### config.mk
export PLATFORM = sky130hd
export DESIGN_NAME = preg_freelist_flat
export DESIGN_NICKNAME = d
export VERILOG_FILES = /design/src/rtl/preg_freelist_pkg.sv /design/src/rtl/preg_freelist_if.sv /design/src/rtl/preg_freelist.sv /design/src/flat_wrapper.sv
export SDC_FILE = /design/constraint.sdc
export NUM_CORES = 1
export LEC_CHECK = 0
export CAP_MARGIN = 20
export CORE_ASPECT_RATIO = 0.75
export CORE_MARGIN = 2
export CORE_UTILIZATION = 43
export CTS_CLUSTER_SIZE = 30
export DETAILED_ROUTE_END_ITERATION = 10
export DONT_BUFFER_PORTS = 1
export GPL_TIMING_DRIVEN = 0
export PLACE_DENSITY_LB_ADDON = 0.12
export RECOVER_POWER = 50
export SLEW_MARGIN = 20
export SYNTH_ARGS = -nofsm -noshare
export SYNTH_HDL_FRONTEND = slang
export SYNTH_SLANG_ARGS = --single-unit
### constraint.sdc
create_clock -name clk -period 2.95 [get_ports clk]
set_input_delay 0.295 -clock clk [delete_from_list [all_inputs] [get_ports clk]]
set_output_delay 0.295 -clock clk [all_outputs]
set_load 0.05 [all_outputs]
### src/rtl/preg_freelist_pkg.sv
// preg_freelist_pkg: shared physical-register types used by decode, issue and commit
package preg_freelist_pkg;
    localparam int NUM_PREGS = 64;
    localparam int NUM_AREGS = 16;
    localparam int PW = $clog2(NUM_PREGS);
    typedef logic [PW-1:0] preg_t;
    typedef logic [PW:0] fl_ptr_t;
endpackage

### src/rtl/preg_freelist_if.sv
// preg_freelist_if: decode alloc, commit free/retire and flush bundle for the preg free list
interface preg_freelist_if;
    import preg_freelist_pkg::*;
    logic [1:0] alloc_count;
    logic       alloc_grant;
    preg_t      preg1;
    preg_t      preg2;
    logic [1:0] free_valid;
    preg_t      free_preg1;
    preg_t      free_preg2;
    logic [1:0] commit_count;
    logic       flush;
    fl_ptr_t    num_free;
    logic       error;
    modport master (
        output alloc_count, free_valid, free_preg1, free_preg2, commit_count, flush,
        input  alloc_grant, preg1, preg2, num_free, error
    );
    modport slave (
        input  alloc_count, free_valid, free_preg1, free_preg2, commit_count, flush,
        output alloc_grant, preg1, preg2, num_free, error
    );
endinterface

### src/rtl/preg_freelist.sv
// preg_freelist: circular free list granting up to 2 pregs/cycle with commit-point rollback on flush
module preg_freelist #(
    parameter int NUM_AREGS = preg_freelist_pkg::NUM_AREGS
) (
    input  logic                  clk,
    input  logic                  reset,
    preg_freelist_if.slave        fl
);
    import preg_freelist_pkg::*;
    localparam int NFREE_INIT = NUM_PREGS - NUM_AREGS;
    localparam logic [PW+1:0] LIMIT = NUM_PREGS[PW+1:0];
    preg_t       r_mem [NUM_PREGS];
    fl_ptr_t     r_head;
    fl_ptr_t     r_arch;
    fl_ptr_t     r_tail;
    logic        r_err;
    fl_ptr_t     w_num_free;
    fl_ptr_t     w_uncommitted;
    fl_ptr_t     w_head_nxt;
    logic [1:0]  w_nfree;
    logic [PW+1:0] w_sum;
    logic        w_grant;
    logic        w_overflow;
    logic        w_overcommit;
    preg_t       w_head_idx;
    preg_t       w_slot2_idx;
    assign w_num_free    = r_tail - r_head;
    assign w_uncommitted = r_head - r_arch;
    assign w_nfree       = {1'b0, fl.free_valid[0]} + {1'b0, fl.free_valid[1]};
    assign w_sum         = {1'b0, w_num_free} + {{PW{1'b0}}, w_nfree};
    assign w_overflow    = w_sum > LIMIT;
    assign w_overcommit  = w_uncommitted < fl_ptr_t'(fl.commit_count);
    assign w_grant       = !fl.flush && !reset && (w_num_free >= fl_ptr_t'(fl.alloc_count));
    assign w_head_idx    = r_head[PW-1:0];
    // slot 2 lands right behind slot 1 only when slot 1 is also returning
    assign w_slot2_idx   = r_tail[PW-1:0] + preg_t'(fl.free_valid[0]);
    always_comb begin
        w_head_nxt = fl.flush ? r_arch + fl_ptr_t'(fl.commit_count)
                   : w_grant  ? r_head + fl_ptr_t'(fl.alloc_count)
                   : r_head;
    end
    always_ff @(posedge clk) begin
        if (reset) begin
            for (int i = 0; i < NUM_PREGS; i++) r_mem[i] <= preg_t'(NUM_AREGS + i);
            r_head <= '0;
            r_arch <= '0;
            r_tail <= fl_ptr_t'(NFREE_INIT);
            r_err  <= 1'b0;
        end else begin
            if (fl.free_valid[0]) r_mem[r_tail[PW-1:0]] <= fl.free_preg1;
            if (fl.free_valid[1]) r_mem[w_slot2_idx] <= fl.free_preg2;
            r_head <= w_head_nxt;
            r_arch <= r_arch + fl_ptr_t'(fl.commit_count);
            r_tail <= r_tail + fl_ptr_t'(w_nfree);
            r_err  <= r_err | w_overflow | w_overcommit | (&fl.alloc_count);
        end
    end
    assign fl.alloc_grant = w_grant;
    assign fl.preg1       = r_mem[w_head_idx];
    assign fl.preg2       = r_mem[w_head_idx + preg_t'(1)];
    assign fl.num_free    = w_num_free;
    assign fl.error       = r_err;
endmodule

### src/flat_wrapper.sv
// flat-port wrapper written by rule: the top's interface ports become plain ports
module preg_freelist_flat import preg_freelist_pkg::*;
#(
    parameter int NUM_AREGS = preg_freelist_pkg::NUM_AREGS
)
  (clk, reset, fl_alloc_count, fl_free_valid, fl_free_preg1, fl_free_preg2, fl_commit_count, fl_flush, fl_alloc_grant, fl_preg1, fl_preg2, fl_num_free, fl_error);
  preg_freelist_if fl_i ();
  input  logic clk;
  input  logic reset;
  input wire logic [$bits(fl_i.alloc_count)-1:0] fl_alloc_count;
  input wire logic [$bits(fl_i.free_valid)-1:0] fl_free_valid;
  input wire logic [$bits(fl_i.free_preg1)-1:0] fl_free_preg1;
  input wire logic [$bits(fl_i.free_preg2)-1:0] fl_free_preg2;
  input wire logic [$bits(fl_i.commit_count)-1:0] fl_commit_count;
  input wire logic [$bits(fl_i.flush)-1:0] fl_flush;
  output wire logic [$bits(fl_i.alloc_grant)-1:0] fl_alloc_grant;
  output wire logic [$bits(fl_i.preg1)-1:0] fl_preg1;
  output wire logic [$bits(fl_i.preg2)-1:0] fl_preg2;
  output wire logic [$bits(fl_i.num_free)-1:0] fl_num_free;
  output wire logic [$bits(fl_i.error)-1:0] fl_error;
  assign fl_i.alloc_count = fl_alloc_count;
  assign fl_i.free_valid = fl_free_valid;
  assign fl_i.free_preg1 = fl_free_preg1;
  assign fl_i.free_preg2 = fl_free_preg2;
  assign fl_i.commit_count = fl_commit_count;
  assign fl_i.flush = fl_flush;
  assign fl_alloc_grant = fl_i.alloc_grant;
  assign fl_preg1 = fl_i.preg1;
  assign fl_preg2 = fl_i.preg2;
  assign fl_num_free = fl_i.num_free;
  assign fl_error = fl_i.error;
  preg_freelist #(.NUM_AREGS(NUM_AREGS)) u_core (.clk(clk), .reset(reset), .fl(fl_i));
endmodule
==> results.sh <==
export IMPL_crit_family="compound AO/OA/AOI/OAI gates"
export IMPL_cts_root_buf="clkbuf_16"
export IMPL_htreeDepth=2
export IMPL_post_place_ws_ps=-1420
export IMPL_avgSynthCellArea_um2=11.0
export IMPL_synth_cells=2433
export IMPL_final_setup_tns_ps=-31260
export IMPL_clockBufferDepth=3
export IMPL_p_leak_nw=10.0
export IMPL_start_util=0.434
export IMPL_end_kind="primary output"
export IMPL_die_area_um2=64400
export IMPL_crit_buf_inv=3
export IMPL_core_um2=61900
export IMPL_gp_congestion=1.04
export IMPL_worst_pin_slew_ps=1260
export IMPL_final_cell_mix="edfxtp_1 (384), nand2_1 (295), nor2_1 (253)"
export IMPL_pin_count=42
export IMPL_postLayoutSetupSlackWorst_ps=-616
export IMPL_areaGrowthSynthToFinish_pct=21.2
export IMPL_fin_nets=2636
export IMPL_synthFlopType="edfxtp_1"
export IMPL_cts_tree="built"
export IMPL_crit_chain="ha_4 > buf_12 > buf_8 > clkbuf_16 > mux4_2 > mux2i_1 > a32oi_2 > a31oi_2 > a21oi_4"
export IMPL_antenna_left=0
export IMPL_final_hold_viol_count=0
export IMPL_clkSlewWorstSetupHoldPaths_ps=60
export IMPL_path_class="reg -> out"
export IMPL_drt_wl_total_um=128000
export IMPL_crit_path_top_delay_cell="a21oi_4"
export IMPL_post_dp_cell_area_um2=28000
export IMPL_critPathMaxStageDelay_ps=410
export IMPL_grt_max_degree=14
export IMPL_period_share=1.21
export IMPL_avgRoutedWirePerCell_um=37.4
export IMPL_port_buffers=0
export IMPL_required_ps=2650
export IMPL_viasPerCell=7.10
export IMPL_grt_ovfl_total=0
export IMPL_drive_above_1_share=0.273
export IMPL_path_max_fanout=10
export IMPL_utilization=0.525
export IMPL_ys_seq_area_frac=0.451
export IMPL_synth_edff_count=384
export IMPL_grt_pass1_vias=22058
export IMPL_synth_cell_types=71
export IMPL_fillers=5381
export IMPL_design_area_um2=32500
export IMPL_drt_iter0_markers=4248
export IMPL_clock_sinks=412
export IMPL_syn_area_um2=26800
export IMPL_drc=0
export IMPL_dieHeight_um=220
export IMPL_rsz0062_at_grt="true"
export IMPL_insertion_delay_ps=610
export IMPL_synth_seq_cells=412
export IMPL_max_cap_viol_count=0
export IMPL_numCtsBuffers=48
export IMPL_grt_pass1_wl_um=175000
export IMPL_min_period_ps=3570
export IMPL_ir_drop_v=0.000362
export IMPL_grtUsageTotal=0.395
export IMPL_first_pass_iters=6
export IMPL_critPathArrivalTime_ps=3270
export IMPL_hold_path_class="in -> reg"
export IMPL_vias=24352
export IMPL_status="finished, violations left"
export IMPL_violations="negative setup slack"
export IMPL_cp_start_kind="flop"
export IMPL_setup_viol=243
export IMPL_power_density_nw_per_um2=565
export IMPL_final_common_cell="edfxtp_1"
export IMPL_dp_hpwl_um=92900
export IMPL_slew_violations=0
export IMPL_die_x_um=292
export IMPL_clock_fmax_mhz=280
export IMPL_ys_async_sr_fraction=0
export IMPL_finalClockSkew_ps=18.8
export IMPL_relSlewSlack=0.163
export IMPL_synth_nets=2487
export IMPL_power_mw=18.4
export IMPL_placementRows=79
export IMPL_antenna_found_initial=2
export IMPL_yosys_warnings=0
## worst register-to-register path: cells and delay by family (launching register included)
family / cells / cell delay [ps]
adder cells (fa/ha/maj): 3 / 1100
AND/OR/NAND/NOR: 1 / 360
flip-flops: 1 / 340
buffers and inverters: 7 / 950
AO/OA/AOI/OAI: 3 / 550
## kinds of logic after synthesis
family / synth area share
buffers and inverters: 0.0469
adders and majority gates: 0.0171
AOI/OAI and AO/OA: 0.0921
muxes: 0.232
and+or+nand+nor: 0.153
xor gates and xnor gates: 0.00849
DFF: 0.451
## synth_stat cells (all sizes together), types with 12 or more instances
master / n / area share
nor3: 98 / 0.018
nor4: 31 / 0.0075
edfxtp: 384 / 0.43
o21ai: 124 / 0.023
ha: 27 / 0.013
mux2i: 108 / 0.040
a31oi: 49 / 0.011
inv: 37 / 0.0052
nor2b: 18 / 0.0042
buf: 90 / 0.020
xor2: 12 / 0.0039
mux4: 228 / 0.19
xnor2: 14 / 0.0046
a21oi: 141 / 0.026
dfxtp: 28 / 0.021
clkbuf: 152 / 0.021
nand2: 317 / 0.044
nor2: 275 / 0.039
nand3: 107 / 0.020
or3: 35 / 0.0082
o31ai: 27 / 0.0076
## where the power goes
| part | total, mW | switching (mW) | internal, mW |
|---|---|---|---|
| registers | 6.68 | 0.137 | 6.54 |
| logic | 5.68 | 3.46 | 2.22 |
| clock network | 6.01 | 2.65 | 3.36 |
## flip-flops by register name (all words and copies together), names as in the netlist, named ones only
name	cells
u_core.r_mem	384
u_core.fl.error	1
u_core.r_head	7
u_core.r_arch	7
u_core.r_tail	7
## path summary, 6_finish.rpt
kind | start | endpoint | slack [ps] | cells after the start
min | fl_free_valid[1] | u_core.r_tail[0] | 70 | 3
min reg2reg | u_core.r_arch[2] | u_core.r_arch[2] | 580 | 2
max reg2reg | u_core.r_tail[0] | u_core.r_head[1] | -420 | 14
max | u_core.r_head[0] | fl_preg2[2] | -620 | 9
## metal layers
layer / vias up / track usage / share of wire
met3: 406 / 0.195 / 0.18
met2: 2295 / 0.524 / 0.39
li1: 9596 / - / -
met4: 2 / 0.166 / 0.053
met1: 12053 / 0.545 / 0.38
met5: - / 0 / 0.00057
## timing repair
action | CTS | global route
resized for setup | 348 | 139
buffers inserted | 65 | 29
cloned | 3 | 1
setup endpoints to repair | 742 | 593
pin swaps | 38 | 38
endpoints found under the hold margin | 3 | 0
hold buffers | 4 | 0
## area by class of cell
| class | instances | area [um2] | area share |
|---|---|---|---|
| Multi-Input combinational cell | 1737 | 14800 | 0.456 |
| Sequential cell | 412 | 12100 | 0.373 |
| Buffer | 238 | 1710 | 0.0526 |
| Clock buffer | 61 | 1300 | 0.0401 |
| Timing Repair Buffer | 103 | 1160 | 0.0356 |
| Tap cell | 810 | 1010 | 0.0312 |
| Inverter | 42 | 193 | 0.00593 |
| Clock inverter | 24 | 186 | 0.00573 |
| Antenna cell | 4 | 10.0 | 0.000308 |
## per-stage QoR
step	cells	hold WS, ps
final	3431	70.9
after floorplan	2433	498
after detailed placement	3245	525
after global placement	3243	531
after global routing	3427	102
after CTS	3400	57.6
Power figures use the tool's default switching activity.
